## src/rtl/bp_pkg.sv

```systemverilog
// bp_pkg: sizes, request type, FSM states and weight arithmetic shared by the perceptron update path
package bp_pkg;
  localparam int H          = 10;
  localparam int IDX_W      = 10;
  localparam int W_WIDTH    = 8;
  localparam int Y_WIDTH    = 12;
  localparam int FIFO_DEPTH = 4;
  localparam int SEL_W      = $clog2(H + 1);
  localparam int ROW_W      = (H + 1) * W_WIDTH;
  typedef enum logic [1:0] {IDLE, READ, DECIDE, WRITE} state_e;
  typedef struct packed {
    logic [IDX_W-1:0]          index;
    logic [H-1:0]              hist;
    logic signed [Y_WIDTH-1:0] y;
    logic                      taken;
  } bp_upd_t;
  // floor(1.93*h + 14) in integer arithmetic
  function automatic int theta_f(input int h);
    return (193 * h + 1400) / 100;
  endfunction
  localparam int THETA = theta_f(H);
  // w + d with d in {+1,-1} (2-bit two's complement), clamped to the signed weight range
  function automatic logic [W_WIDTH-1:0] sat_add(input logic [W_WIDTH-1:0] w, input logic [1:0] d);
    logic [W_WIDTH:0] s;
    s = {w[W_WIDTH-1], w} + {{(W_WIDTH-1){d[1]}}, d};
    return (s[W_WIDTH] != s[W_WIDTH-1]) ? {s[W_WIDTH], {(W_WIDTH-1){~s[W_WIDTH]}}} : s[W_WIDTH-1:0];
  endfunction
endpackage

```

## src/rtl/perceptron_upd_fifo.sv

```systemverilog
// perceptron_upd_fifo: update-request queue
//   clk, rst      clock, async active-low reset
//   push_i, din_i enqueue request (ignored when full or flushing)
//   pop_i         dequeue head (ignored when empty)
//   flush_i       empty the queue
//   dout_o        head entry; full_o / empty_o status
module perceptron_upd_fifo
  import bp_pkg::*;
(
  input  logic    clk,
  input  logic    rst,
  input  logic    push_i,
  input  logic    pop_i,
  input  logic    flush_i,
  input  bp_upd_t din_i,
  output bp_upd_t dout_o,
  output logic    full_o,
  output logic    empty_o
);
  localparam int AW = $clog2(FIFO_DEPTH);
  bp_upd_t    mem_q [FIFO_DEPTH];
  logic [AW:0] wr_q, rd_q;
  // pointers carry an extra wrap bit so full and empty are distinguishable
  assign empty_o = wr_q == rd_q;
  assign full_o  = (wr_q[AW] != rd_q[AW]) && (wr_q[AW-1:0] == rd_q[AW-1:0]);
  assign dout_o  = mem_q[rd_q[AW-1:0]];
  always_ff @(posedge clk or negedge rst)
    if (!rst) begin
      wr_q <= '0;
      rd_q <= '0;
    end else if (flush_i) begin
      wr_q <= '0;
      rd_q <= '0;
    end else begin
      if (push_i && !full_o) wr_q <= wr_q + 1'b1;
      if (pop_i && !empty_o) rd_q <= rd_q + 1'b1;
    end
  always_ff @(posedge clk)
    if (push_i && !full_o && !flush_i) mem_q[wr_q[AW-1:0]] <= din_i;
endmodule

```

## src/rtl/perceptron_update_ctrl.sv

```systemverilog
// perceptron_update_ctrl: queues resolved-branch updates, trains one weight row per request, keeps the committed GHR
//   clk, rst                         clock, async active-low reset
//   upd_valid/upd_ready              request handshake; upd_index/hist/y/taken request payload
//   flush                            drop queued, not yet started requests
//   tbl_rd_en/tbl_rd_index           row read, data on tbl_rd_data one cycle later
//   tbl_wr_en/index/sel/data         single-weight write port
//   ghr                              committed global history (bit 0 newest)
//   busy, upd_done                   FSM not idle; request retired pulse
module perceptron_update_ctrl
  import bp_pkg::*;
(
  input  logic                      clk,
  input  logic                      rst,
  input  logic                      upd_valid,
  output logic                      upd_ready,
  input  logic [IDX_W-1:0]          upd_index,
  input  logic [H-1:0]              upd_hist,
  input  logic signed [Y_WIDTH-1:0] upd_y,
  input  logic                      upd_taken,
  input  logic                      flush,
  output logic                      tbl_rd_en,
  output logic [IDX_W-1:0]          tbl_rd_index,
  input  logic [ROW_W-1:0]          tbl_rd_data,
  output logic                      tbl_wr_en,
  output logic [IDX_W-1:0]          tbl_wr_index,
  output logic [SEL_W-1:0]          tbl_wr_sel,
  output logic [W_WIDTH-1:0]        tbl_wr_data,
  output logic [H-1:0]              ghr,
  output logic                      busy,
  output logic                      upd_done
);
  state_e              state_q, state_d;
  bp_upd_t             req, head, upd_q;
  logic [ROW_W-1:0]    row_q;
  logic [SEL_W-1:0]    k_q;
  logic [H-1:0]        ghr_q;
  logic                full, empty, accept, pop, train, last;
  logic [Y_WIDTH:0]    y_abs;
  logic [H:0]          x;
  logic [W_WIDTH-1:0]  w_cur;
  logic [1:0]          d;
  assign req       = '{index: upd_index, hist: upd_hist, y: upd_y, taken: upd_taken};
  assign upd_ready = !full;
  assign accept    = upd_valid && upd_ready;
  assign pop       = state_q == IDLE && !empty;
  assign ghr       = ghr_q;
  // one extra bit so that the most negative y has a representable magnitude
  assign y_abs = upd_q.y[Y_WIDTH-1] ? -{1'b1, upd_q.y} : {1'b0, upd_q.y};
  assign train = (!upd_q.y[Y_WIDTH-1] != upd_q.taken) || (y_abs <= (Y_WIDTH+1)'(THETA));
  assign last  = k_q == SEL_W'(H);
  // input vector with the bias input (always +1) at position 0
  assign x     = {upd_q.hist, 1'b1};
  assign w_cur = row_q[k_q*W_WIDTH +: W_WIDTH];
  assign d     = (upd_q.taken == x[k_q]) ? 2'b01 : 2'b11;
  perceptron_upd_fifo u_fifo (
    .clk     (clk),
    .rst     (rst),
    .push_i  (accept),
    .pop_i   (pop),
    .flush_i (flush),
    .din_i   (req),
    .dout_o  (head),
    .full_o  (full),
    .empty_o (empty)
  );
  always_ff @(posedge clk or negedge rst)
    if (!rst) state_q <= IDLE;
    else state_q <= state_d;
  always_comb begin
    state_d = state_q;
    case (state_q)
      IDLE:    state_d = empty ? IDLE : READ;
      READ:    state_d = DECIDE;
      DECIDE:  state_d = train ? WRITE : IDLE;
      default: state_d = last ? IDLE : WRITE;
    endcase
  end
  always_comb begin
    tbl_rd_en    = pop;
    tbl_rd_index = pop ? head.index : '0;
    tbl_wr_en    = state_q == WRITE;
    tbl_wr_index = tbl_wr_en ? upd_q.index : '0;
    tbl_wr_sel   = tbl_wr_en ? k_q : '0;
    tbl_wr_data  = tbl_wr_en ? sat_add(w_cur, d) : '0;
    busy         = state_q != IDLE;
    upd_done     = (state_q == DECIDE && !train) || (state_q == WRITE && last);
  end
  always_ff @(posedge clk or negedge rst)
    if (!rst) begin
      upd_q <= '0;
      row_q <= '0;
      k_q   <= '0;
      ghr_q <= '0;
    end else begin
      if (accept) ghr_q <= {ghr_q[H-2:0], upd_taken};
      if (pop) upd_q <= head;
      if (state_q == READ) row_q <= tbl_rd_data;
      k_q <= (state_q == WRITE && !last) ? k_q + 1'b1 : '0;
    end
endmodule

```

## config.mk

```make
export PLATFORM = sky130hd
export DESIGN_NAME = perceptron_update_ctrl
export DESIGN_NICKNAME = d
export VERILOG_FILES = /design/src/rtl/bp_pkg.sv /design/src/rtl/perceptron_upd_fifo.sv /design/src/rtl/perceptron_update_ctrl.sv
export SDC_FILE = /design/constraint.sdc
export NUM_CORES = 1
export LEC_CHECK = 0
export BUFFER_PORTS_ARGS = -buffer_cell sky130_fd_sc_hd__buf_4
export CAP_MARGIN = 30
export CORE_MARGIN = 2
export CORE_UTILIZATION = 50
export DETAILED_ROUTE_END_ITERATION = 10
export PLACE_DENSITY = 0.71
export SYNTH_ARGS = -nofsm -noshare
export SYNTH_HDL_FRONTEND = slang
export SYNTH_SLANG_ARGS = --single-unit
```

## constraint.sdc

```tcl
create_clock -name clk -period 9.65 [get_ports clk]
set_input_delay 1.93 -clock clk [delete_from_list [all_inputs] [get_ports clk]]
set_output_delay 1.93 -clock clk [all_outputs]
set_load 0.01 [all_outputs]
```

==> flow_summary.yaml <==
status:
  run_status: "finished, final reports clean"
worst_setup_path:
  critical_path_arrival_ps: 5730
  crit_fanout: 33
  path_delay_family: "compound AO/OA/AOI/OAI gates"
  start_kind: "register"
  crit_path_start: "k_q[0]"
  path_cells: "inv_1 -> nor2_1 -> a21oi_1 -> o22ai_1 -> xor2_1 -> ha_1 -> nor2b_4 -> o31a_1 -> o21a_1 -> o41a_1 -> a2111oi_0 -> nor2_1 -> o22ai_1 -> buf_4"
  critical-path-max-stage-delay_ps: 980
  worstSetupPathType: "reg -> out"
  worstReg2RegStart: "u_fifo.wr_q[1]"
  path_buf_inv: 2
  reg2reg_depth: 7
  critPathRequiredTime_ps: 7720
  cpMaxStageDelayCell: "dfrtp_2"
  cp.depth: 14
  critPathCaptureType: "output pin"
global_route:
  grt_antenna_before_repair: 0
  grt-ovfl-total: 0
  grtUsageTotal_pct: 20.2
  grt_pass1_vias: 7207
  grt_max_degree: 91
  grt_pass1_wl_um: 39000
clock_tree:
  ctsHoldBuffers: 0
  cts_tree: "built"
  clock_latency_ps: 540
  clk_pin_slew_ps: 60
  cts_resized: 0
  postCtsSetupBuffers: 0
  htreeDepth: 1
  cts.sinks: 275
  numCtsBuffers: 28
  cts_root_buf: "clkbuf_16"
  cts_buffer_depth: 3
timing:
  finalHoldViolations: 0
  tns_ps: 0
  holdWs_ps: 475
  finClkSkew_ps: 20.4
  slew_viol_final: 0
  max_slew.worst_pin.slew_ps: 928
  relSlewSlack_pct: 38.1
  fmaxAchievable_ghz: 0.131
  setup_violations: 0
  fin_crit_ps: 7660
  rsz0062_at_grt: "no"
  post-route-period-util_pct: 79.4
cells_and_area:
  syn_to_final_growth_pct: 21.7
  mostFrequentLayoutCell: "buf_4"
  n_antenna_cell: 0
  drive_above_1_share_pct: 39.6
  final_util_pct: 61.8
  layout.nets: 1094
  layout_common_cells: "buf_4 (180), dfrtp_1 (140), edfxtp_1 (132)"
floorplanning:
  rows: 56
  die_area_mm2: 0.0249
  io_pins: 172
  core_mm2: 0.0233
  die_w_um: 158
  die_h_um: 158
  initial_core_util_pct: 50.7
pwr:
  p_leak_nw: 5.87
  power.density_mw_per_mm2: 327
  ir_drop_mv: 0.315
yosys:
  ys.flop_type: "dfrtp_1"
  yosysTopAreaCellShare_pct: 33.5
  synthTopCellsByArea: "edfxtp_1 (33%), dfrtp_1 (30%), mux2_2 (9.3%), mux4_2 (9.1%), nand2_1 (3.0%)"
  syn_avg_cell_area_um2: 15.1
  ys_types: 58
  synth_edf_count: 132
  synth_area_leader_cell: "edfxtp_1"
  synthesis.nets: 923
  yosysSeqAreaShare_pct: 63.7
  netlist_area_mm2: 0.0118
  ys_warn_count: 0
  async_flop_share_pct: 52.0
  synth_seq_cells: 275
  synthesis.instances: 782
routing:
  wl_per_cell_um: 19.2
  drc: 0
  routed_wirelength_um: 24800
  vias: 7024
  drtAntennaViolNets: 0
  drtIter0Drc: 475
  viasPerCell: 5.43
  dr.pass1.iters: 4
place:
  place_congestion: 0.872
  portBuffers: 171
  dp_hpwl_um: 16300
min_path:
  hp-class: "reg -> reg"
  hold_path.startpoint: "upd_q[30]"
  hold_depth: 1
job:
  drv_cap: 0
==> synthesized netlist by cell type (all sizes together) (2+ instances only) <==
library cell and number:
o22ai 8, nor2 23, a221oi 2, o21a 2, nand2b 2, or3 4
and3 24, o21ai 26, inv 15, a21o 13, clkbuf 25, nand2 95
nand3b 2, a31oi 3, o31ai 3, edfxtp 132, ha 15, xnor2 6
dfrtp 143, mux2i 14, buf 16, nand3 6, nor3 2, nor2b 4
a21oi 7, xor2 9, o211ai 10, mux4 48, and2 6, a211oi 2
mux2 98
==> report_power, final <==
part / internal (W) / switching, W
Combinational: 0.000965 / 0.000888
Clock: 0.000648 / 0.000437
Sequential: 0.00154 / 0.000238
==> path summary, 6_finish.rpt <==
check	endpoint	slack, ps
worst max-delay path	tbl_wr_data[1]	1990
worst min-delay path	upd_q[30]	470
worst max register to register	u_fifo.mem_q[2][11]	7100
worst min register to register	upd_q[30]	470
max in group asynchronous	k_q[0]	6940
min in group asynchronous	row_q[34]	1450
==> state kept, by name (all words and copies together), names as in the netlist <==
name          cells
upd_q            33
ghr              10
state_q           2
u_fifo.wr_q       3
row_q            88
u_fifo.mem_q    132
k_q               4
u_fifo.rd_q       3
==> cell type report <==
class / count / area, µm²
tap: 319 / 399
clock inverter: 15 / 128
multi-input combinational: 451 / 4080
sequential: 275 / 7550
timing repair buffer: 182 / 1390
clock buffer: 37 / 818
fill: 1796 / 8920
inverter: 15 / 56.3
==> cell families after synthesis <==
family	count (synthesis)	share of synthesized area (%)
multiplexers	160	19.6
adder cells (fa/ha/maj)	16	1.75
buffers and inverters	56	1.94
XOR/XNOR	15	1.11
AND/OR/NAND/NOR	174	7.01
AO/OA/AOI/OAI	86	4.85
flip-flops	275	63.7
==> stage by stage <==
step	power [W]	instances	instance area, µm²	worst slack (ps)
2_1_floorplan	0.00308	782	11800	3690
3_3_place_gp	0.00360	1241	13400	2790
3_5_place_dp	0.00365	1242	13500	2650
4_1_cts	0.00475	1294	14400	2060
5_1_grt	0.00502	1294	14400	1620
6_report	0.00472	1294	14400	1990
==> layer usage <==
layer	track usage [%]	up-vias	part of all wire (%)
met5	0	-	0
met4	5.28	0	1.8
met3	3.81	36	6.5
met2	33.2	200	48
met1	28.1	3523	44
li1	-	3265	-
==> worst register-to-register path, stage by stage (launching register included) <==
cell and delay (ps):
dfrtp_1 440, xor2_1 210, nor2_1 70, nand2_1 140, nand2_1 390, nor2_1 330
and2_1 160, buf_4 420
No activity file was read; power rests on OpenSTA's default activity.
